===== src/rtl/mipi_lane_deinterleaver.sv =====
// mipi_lane_deinterleaver: de-interleaves raw D-PHY FIFO words into lane words on a framed valid/ready stream
module mipi_lane_deinterleaver #(
  parameter int NUM_LANES  = 2,
  parameter int LANE_BITS  = 16,
  parameter int RD_LAT     = 1,
  parameter int OBUF_DEPTH = 4,
  parameter int RST_CYCLES = 4,
  parameter int CNT_W      = 16
) (
  input  logic                             sys_clk,
  input  logic                             sys_rst,
  input  logic                             hs_burst_flag,
  input  logic                             fifo_empty,
  input  logic [NUM_LANES*LANE_BITS-1:0]   fifo_q,
  output logic                             fifo_rd_en,
  output logic                             fifo_reset,
  output logic                             out_valid,
  input  logic                             out_ready,
  output logic [NUM_LANES*LANE_BITS-1:0]   out_data,
  output logic                             out_sop,
  output logic                             burst_done,
  output logic [CNT_W-1:0]                 burst_words,
  output logic                             busy
);
  localparam int W  = NUM_LANES * LANE_BITS;
  localparam int AW = $clog2(OBUF_DEPTH);
  localparam int RW = $clog2(RST_CYCLES + 1);
  localparam logic [1:0] IDLE  = 2'd0;
  localparam logic [1:0] RUN   = 2'd1;
  localparam logic [1:0] DRAIN = 2'd2;
  localparam logic [1:0] FLUSH = 2'd3;

  logic [1:0]        state;
  logic [RW-1:0]     rst_cnt;
  logic [RD_LAT-1:0] pipe;
  logic [W-1:0]      obuf [OBUF_DEPTH];
  logic [AW-1:0]     wp, rp;
  logic [AW:0]       count;
  logic              sop_armed;
  logic [CNT_W-1:0]  word_cnt;
  logic [W-1:0]      lanes;
  logic [2:0]        in_flight;
  logic              push, pop, start, drained, rd_next;

  assign push       = pipe[RD_LAT-1];
  assign out_valid  = count != '0;
  assign pop        = out_valid && out_ready;
  assign out_data   = out_valid ? obuf[rp] : '0;
  assign out_sop    = out_valid && sop_armed;
  assign fifo_reset = state == FLUSH;
  assign busy       = state != IDLE;
  assign start      = state == IDLE && hs_burst_flag;
  assign drained    = state == DRAIN && fifo_empty && in_flight == '0 && !fifo_rd_en && count == '0;
  assign rd_next    = (state == RUN || state == DRAIN) && !fifo_empty &&
                      (32'(count) + 32'(in_flight) + 32'(fifo_rd_en) < 32'(OBUF_DEPTH));

  // lane l bit b comes from FIFO bit b*NUM_LANES+l
  always_comb begin
    lanes = '0;
    for (int l = 0; l < NUM_LANES; l++)
      for (int b = 0; b < LANE_BITS; b++)
        lanes[l*LANE_BITS+b] = fifo_q[b*NUM_LANES+l];
  end

  // reads still travelling through the FIFO read latency
  always_comb begin
    in_flight = '0;
    for (int i = 0; i < RD_LAT; i++)
      in_flight = in_flight + 3'(pipe[i]);
  end

  // burst sequencing: flush the FIFO, wait for a burst, read it, drain it
  always_ff @(posedge sys_clk)
    if (sys_rst) begin
      state   <= FLUSH;
      rst_cnt <= '0;
    end else begin
      rst_cnt <= state == FLUSH ? rst_cnt + 1'b1 : '0;
      case (state)
        IDLE:    if (hs_burst_flag) state <= RUN;
        RUN:     if (!hs_burst_flag) state <= DRAIN;
        DRAIN:   if (drained) state <= FLUSH;
        default: if (rst_cnt == RW'(RST_CYCLES - 1)) state <= IDLE;
      endcase
    end

  // credit-based read issue, latency tracking, buffer pointers and burst framing
  always_ff @(posedge sys_clk)
    if (sys_rst) begin
      fifo_rd_en  <= 1'b0;
      pipe        <= '0;
      wp          <= '0;
      rp          <= '0;
      count       <= '0;
      sop_armed   <= 1'b0;
      word_cnt    <= '0;
      burst_done  <= 1'b0;
      burst_words <= '0;
    end else begin
      fifo_rd_en  <= rd_next;
      pipe        <= RD_LAT'({pipe, fifo_rd_en});
      wp          <= push ? wp + 1'b1 : wp;
      rp          <= pop ? rp + 1'b1 : rp;
      count       <= count + (AW+1)'(push) - (AW+1)'(pop);
      sop_armed   <= start ? 1'b1 : pop ? 1'b0 : sop_armed;
      word_cnt    <= start ? '0 : (pop && word_cnt != '1) ? word_cnt + 1'b1 : word_cnt;
      burst_done  <= drained;
      burst_words <= drained ? word_cnt : burst_words;
    end

  // buffer storage, written as each read returns
  always_ff @(posedge sys_clk)
    if (push) obuf[wp] <= lanes;
endmodule


===== config.mk =====
export PLATFORM = sky130hd
export DESIGN_NAME = mipi_lane_deinterleaver
export DESIGN_NICKNAME = d
export VERILOG_FILES = /design/src/rtl/mipi_lane_deinterleaver.sv
export SDC_FILE = /design/constraint.sdc
export NUM_CORES = 1
export LEC_CHECK = 0
export BUFFER_PORTS_ARGS = -buffer_cell sky130_fd_sc_hd__buf_2
export CORE_ASPECT_RATIO = 1.1
export CORE_MARGIN = 3
export CORE_UTILIZATION = 35
export DETAILED_ROUTE_END_ITERATION = 16
export SYNTH_ARGS = -nofsm -noshare
export SYNTH_HDL_FRONTEND = slang
export SYNTH_SLANG_ARGS = --single-unit

===== constraint.sdc =====
create_clock -name sys_clk -period 3.01 [get_ports sys_clk]
set_clock_uncertainty 0.2 [all_clocks]
set_input_delay 0.1505 -clock sys_clk [delete_from_list [all_inputs] [get_ports sys_clk]]
set_output_delay 0.1505 -clock sys_clk [all_outputs]
set_load 0.01 [all_outputs]

# ---- Word-level counts from Yosys, hierarchy flattened
# Memory sizes are Yosys's and may differ from the RTL's. A register that Yosys moved wholly into a read port is not among the register bits.
# Cells that the tools add are included.
dict set report word_totals {
  mem_bits_rw 128
  memories 1
  input_bits 37
  regBits 48
}
dict set report op_classes {
  n_addsub 8
  n_mux 12
  eq_ne 8
  bitwise_logic 1
  magnitude_cmp 1
  reduce_logical 23
}
# memory words width read_ports rd_ports_with_merged_regs write_ports line_no
set mem_list {}
lappend mem_list {obuf 4 32 1 1 1 36} ;# logic [W-1:0] obuf [OBUF_DEPTH];
# op n
set ops {}
lappend ops {{32-bit 2-to-1 mux} 1}
lappend ops {{16-bit by 1-bit adder with 16-bit output (second input constant)} 1}
lappend ops {{16-bit != test (second input constant)} 1}
lappend ops {{2-bit 2-to-1 mux} 6}
lappend ops {{1-bit logical AND} 10}
lappend ops {{3-bit zero test} 2}
lappend ops {{2-bit != test (second input constant)} 3}
lappend ops {{2-bit one-hot mux with 3 select lines} 1}
lappend ops {{4-bit by 1-bit adder with 5-bit output} 1}
lappend ops {{5-bit by 3-bit less-than comparator with 1-bit output (second input constant)} 1}
lappend ops {{2-bit by 1-bit adder with 2-bit output (second input constant)} 2}
lappend ops {{3-bit by 1-bit adder with 4-bit output} 1}
lappend ops {{2-bit equality test (second input constant)} 2}
lappend ops {{1-bit 2-to-1 mux} 4}
lappend ops {{4-bit AND reduction} 1}
lappend ops {{2-bit nonzero test} 2}
lappend ops {{4-bit nonzero test} 1}
lappend ops {{2-bit OR reduction} 2}
lappend ops {{3-bit by 1-bit adder with 3-bit output} 1}
lappend ops {{3-bit by 1-bit adder with 3-bit output (second input constant)} 1}
lappend ops {{3-bit by 2-bit equality test with 1-bit output (second input constant)} 1}
lappend ops {{3-bit nonzero test} 1}
lappend ops {{3-bit by 1-bit subtractor with 3-bit output} 1}
lappend ops {{2-bit by 1-bit equality test with 1-bit output (second input constant)} 1}
lappend ops {{other kinds (4)} 5}

# ---- Longest topological paths before layout
dict set report logic_depth {
  ltp_word 7
  mapped_depth 11
  depth_no_buf 11
}

# ---- Worst setup path before layout
# No wires, ideal clock.
dict set report synth_path {
  kind {reg2reg}
  startpoint {reg count[1]}
  endpoint {reg count[2]}
  n_path_buf 0
  setup_ps 128
  slack_ps 555
  period_less_slack_ps 2455
  path_stages_with_launch 12
  arrival_ps 2127
  path_cell_list {dfxtp_1 -> nor3_1 -> inv_1 -> nand2_1 -> inv_1 -> ha_1 -> inv_1 -> ha_1 -> inv_1 -> fa_1 -> xnor2_1 -> nor2_1}
}
dict set report synth_between {
  elab_chain_cells 3
  elab_cells_between_ends 4
}
# element line_no
set synth_lines {}
lappend synth_lines {{from (decl)} 38} ;# logic [AW:0] count;
lappend synth_lines {{from (signal assigned)} 104} ;# count <= count + (AW+1)'(push) - (AW+1)'(pop);
lappend synth_lines {{3-bit nonzero test} 46} ;# assign out_valid = count != '0;
lappend synth_lines {{1-bit logical AND} 47} ;# assign pop = out_valid && out_ready;
lappend synth_lines {{named net pop} 43} ;# logic push, pop, start, drained, rd_next;
lappend synth_lines {{3-bit by 1-bit subtractor with 3-bit output} 104}
# The timed path passes the listed nets, and every way through them passes these cells.
# A chain may end at the register's enable or synchronous reset.

# ---- Final worst setup path
# Ends and elaborated chain as after synthesis.

==> metrics.md <==
| Metric | Value |
|---|---|
| Post-synth EDFFs | 128 |
| DR vias | 4202 |
| Row cnt | 54 |
| Vias in the first global route | 4461 |
| Post-CTS Setup Bufs | 0 |
| CTS tree | yes |
| Crit path launch | count[1]$_SDFF_PP0_ |
| Core Util, Final | 44.57% |
| Worst Setup Start Kind | flop |
| Clk Latency, worst-skew pair | 0.42 ns |
| Number of synthesis warnings | 0 |
| Setup TNS | 0 ns |
| Routed wire length | 14320 um |
| Share of post-route cells with drive strength above 1 | 28.76% |
| RR Startpoint | count[1]$_SDFF_PP0_ |
| CTS Buffer Depth | 2 |
| Net Count, Synth | 507 |
| Status | finished, final reports clean |
| Reg-to-reg setup timing slack | 0.28 ns |
| Slew margin rel. | 54.85% |
| Initial Utilization | 35.75% |
| Critical path endpoint category | flop |
| Power, Total | 6.507 mW |
| Placed Area | 0.007901 sq mm |
| Global Route Usage Sum | 13.55% |
| Max Cap Viol | 0 |
| Root buf cell | clkbuf_16 |
| Post-route clock period utilization | 90.60% |
| Worst R2R End | count[2]$_SDFF_PP0_ |
| Place WS | 0.3074 ns |
| Finished Cell Area | 0.008853 sq mm |
| HP Class | in -> reg |
| Resize count post-CTS | 0 |
| Dpl hpwl | 9438 um |
| Post-synth cell types | 43 |
| First-pass GRT wire length | 23290 um |
| Hold path cells | 2 |
| Endpoints failing hold | 0 |
| Area Growth Syn to Fin | 24.69% |
| Share of the yosys chip area belonging to registers | 68.23% |
| Core Area | 0.01986 sq mm |
| I/O Pins | 91 |
| CP Max Fanout | 6 |
| Max IR drop VDD | 0.5940 mV |
| R2R cell count | 11 |
| Die X | 141.8 um |
| Commonest cells in the netlist | 128 x edfxtp_1, 50 x dfxtp_1, 38 x and2_1, 38 x nor2_1, 32 x mux4_2 |
| Fmax | 366.7 MHz |
| Min Tclk post-route | 2.727 ns |
| Initial drt markers | 280 |
| Top-count cell post-synth | edfxtp_1 |
| Antenna Cells | 0 |
| Drt drc | 0 |
| Mapped Avg Cell Area | 15.64 sq um |
| Worst Hold End | burst_words[15]$_SDFFE_PP0P_ |
| Worst-margin pin slew | 0.6773 ns |
| Slew Limit Fails | 0 |
| Number of port buffers | 90 |
| Final WS setup | 0.2829 ns |
| Mapped Area | 0.007101 sq mm |
| Full die area | 0.02203 sq mm |
| Reg clk slew, reported paths | 0.07 ns |
| Sink Count | 178 |
| Antenna violations before repair | 1 |
| Die height | 155.4 um |
| Vias per cell | 4.903 |
| Nets@finish | 645 |
| Pin count of the biggest net entering global routing | 35 |
| WP data required | 3.10 ns |
| RePlAce Congestion | 0.8477 |
| Final ANT Viol Nets | 0 |
| Setup CP Type | reg -> reg |
| Post-synthesis cell count | 454 |
| H-tree levels | 4 |
| Avg WL per Cell | 16.71 um |
| CTS Buf Count | 17 |
| Seq cells post-synth | 178 |
| Unrepaired setup endpoints after global routing | no |
| LEAKAGE | 3.290 nW |
| Largest area contributor in the synthesized netlist | edfxtp_1 |
| Ys flop type | edfxtp_1 |
| Pwr per Cell Area | 734.9 mW/mm^2 |
| Total gr overflow | 0 |
| HP Start | sys_rst |
| Synth async-reset ratio | 0% |
| Critical Path AT | 2.82 ns |
| 1st-pass router iterations | 5 |
| Synth top area share | 54.13% |
| Ranking of synthesized cells by area | edfxtp_1 54%, dfxtp_1 14%, mux4_2 10% |
| Final Setup Violations | 0 |
registers in the layout, summed over array words and instances, names as in the netlist, 2 cells and up, named ones only:
name and cells:
obuf 128, rp 2, wp 2, count 3
burst_words 16, state 2, rst_cnt 3, word_cnt 16
metrics by stage:
| step | instances | hold WS (ns) |
|---|---|---|
| after floorplan | 454 | 0.04937 |
| after global placement | 789 | 0.1606 |
| after detailed placement | 789 | 0.1677 |
| after CTS | 857 | 0.001940 |
| after global routing | 857 | 0.03614 |
| final | 857 | 0.009733 |
kinds of logic (layout without fill, tap and decap cells):
group | after synthesis | in the layout | synth area share (%)
buffers and inverters | 35 | 186 | 1.956
DFF | 178 | 178 | 68.23
muxes | 51 | 51 | 12.83
adders and majority gates | 16 | 16 | 2.925
and+or+nand+nor | 130 | 130 | 9.903
xor gates and xnor gates | 4 | 4 | 0.4935
AOI/OAI and AO/OA | 40 | 40 | 3.665
area by class of cell:
| type | instances | area (sq um) |
|---|---|---|
| Clock buffer | 17 | 425.4 |
| Clock inverter | 15 | 166.4 |
| Fill cell | 1778 | 11010 |
| Inverter | 15 | 56.30 |
| Multi-Input combinational cell | 241 | 2122 |
| Sequential cell | 178 | 4847 |
| Tap cell | 252 | 315.3 |
| Timing Repair Buffer | 139 | 920.9 |
layout by cell type, fill, tap and decap left out, drive strengths merged, types with 3 or more instances in the layout:
| cell | n |
|---|---|
| a211oi | 3 |
| a21oi | 12 |
| a31oi | 3 |
| and2 | 38 |
| and4 | 5 |
| buf | 103 |
| clkbuf | 17 |
| clkinv | 7 |
| dfxtp | 50 |
| dlygate4sd3 | 36 |
| edfxtp | 128 |
| ha | 15 |
| inv | 21 |
| mux2i | 19 |
| mux4 | 32 |
| nand2 | 8 |
| nand3 | 8 |
| nand4 | 8 |
| nor2 | 38 |
| nor2b | 3 |
| nor3 | 7 |
| nor4 | 4 |
| o21ai | 7 |
| or3 | 3 |
| xnor2 | 3 |
how the worst max path moves through the flow:
stage                     endpoint  slack [ns]  depth (start not counted)
2_1_floorplan  count[2]$_SDFF_PP0_        0.56                         11
3_3_place_gp   count[2]$_SDFF_PP0_        0.42                         11
3_5_place_dp   count[2]$_SDFF_PP0_        0.31                         11
4_1_cts        count[2]$_SDFF_PP0_        0.28                         11
5_1_grt        count[2]$_SDFF_PP0_        0.01                         11
6_report       count[2]$_SDFF_PP0_        0.28                         11
critical path, stage by stage (launching register included):
cell and delay, ns:
dfxtp_1 0.39, nor3_1 0.45, inv_1 0.12, nand2_1 0.16, inv_1 0.14, ha_1 0.30
inv_1 0.06, ha_1 0.13, inv_1 0.05, fa_1 0.39, xnor2_1 0.16, nor2_1 0.05
metal layers:
metal	vias up	wire length [um]	global-route usage, %
li1	2023	-	-
met3	14	693	3.320
met5	-	7	0
met1	2051	6543	17.14
met4	2	180	4.479
met2	112	6900	22.89
timing repair:
item / CTS / global route
hold buffers: 36 / 0
endpoints found under the setup margin: 0 / 0
endpoints found under the hold margin: 133 / 0
power by group:
| group | internal [mW] | total (mW) | switching [mW] |
|---|---|---|---|
| logic | 0.769 | 1.51 | 0.743 |
| clock network | 1.11 | 2.14 | 1.03 |
| registers | 2.72 | 2.85 | 0.133 |
No activity file was read; power rests on OpenSTA's default activity.
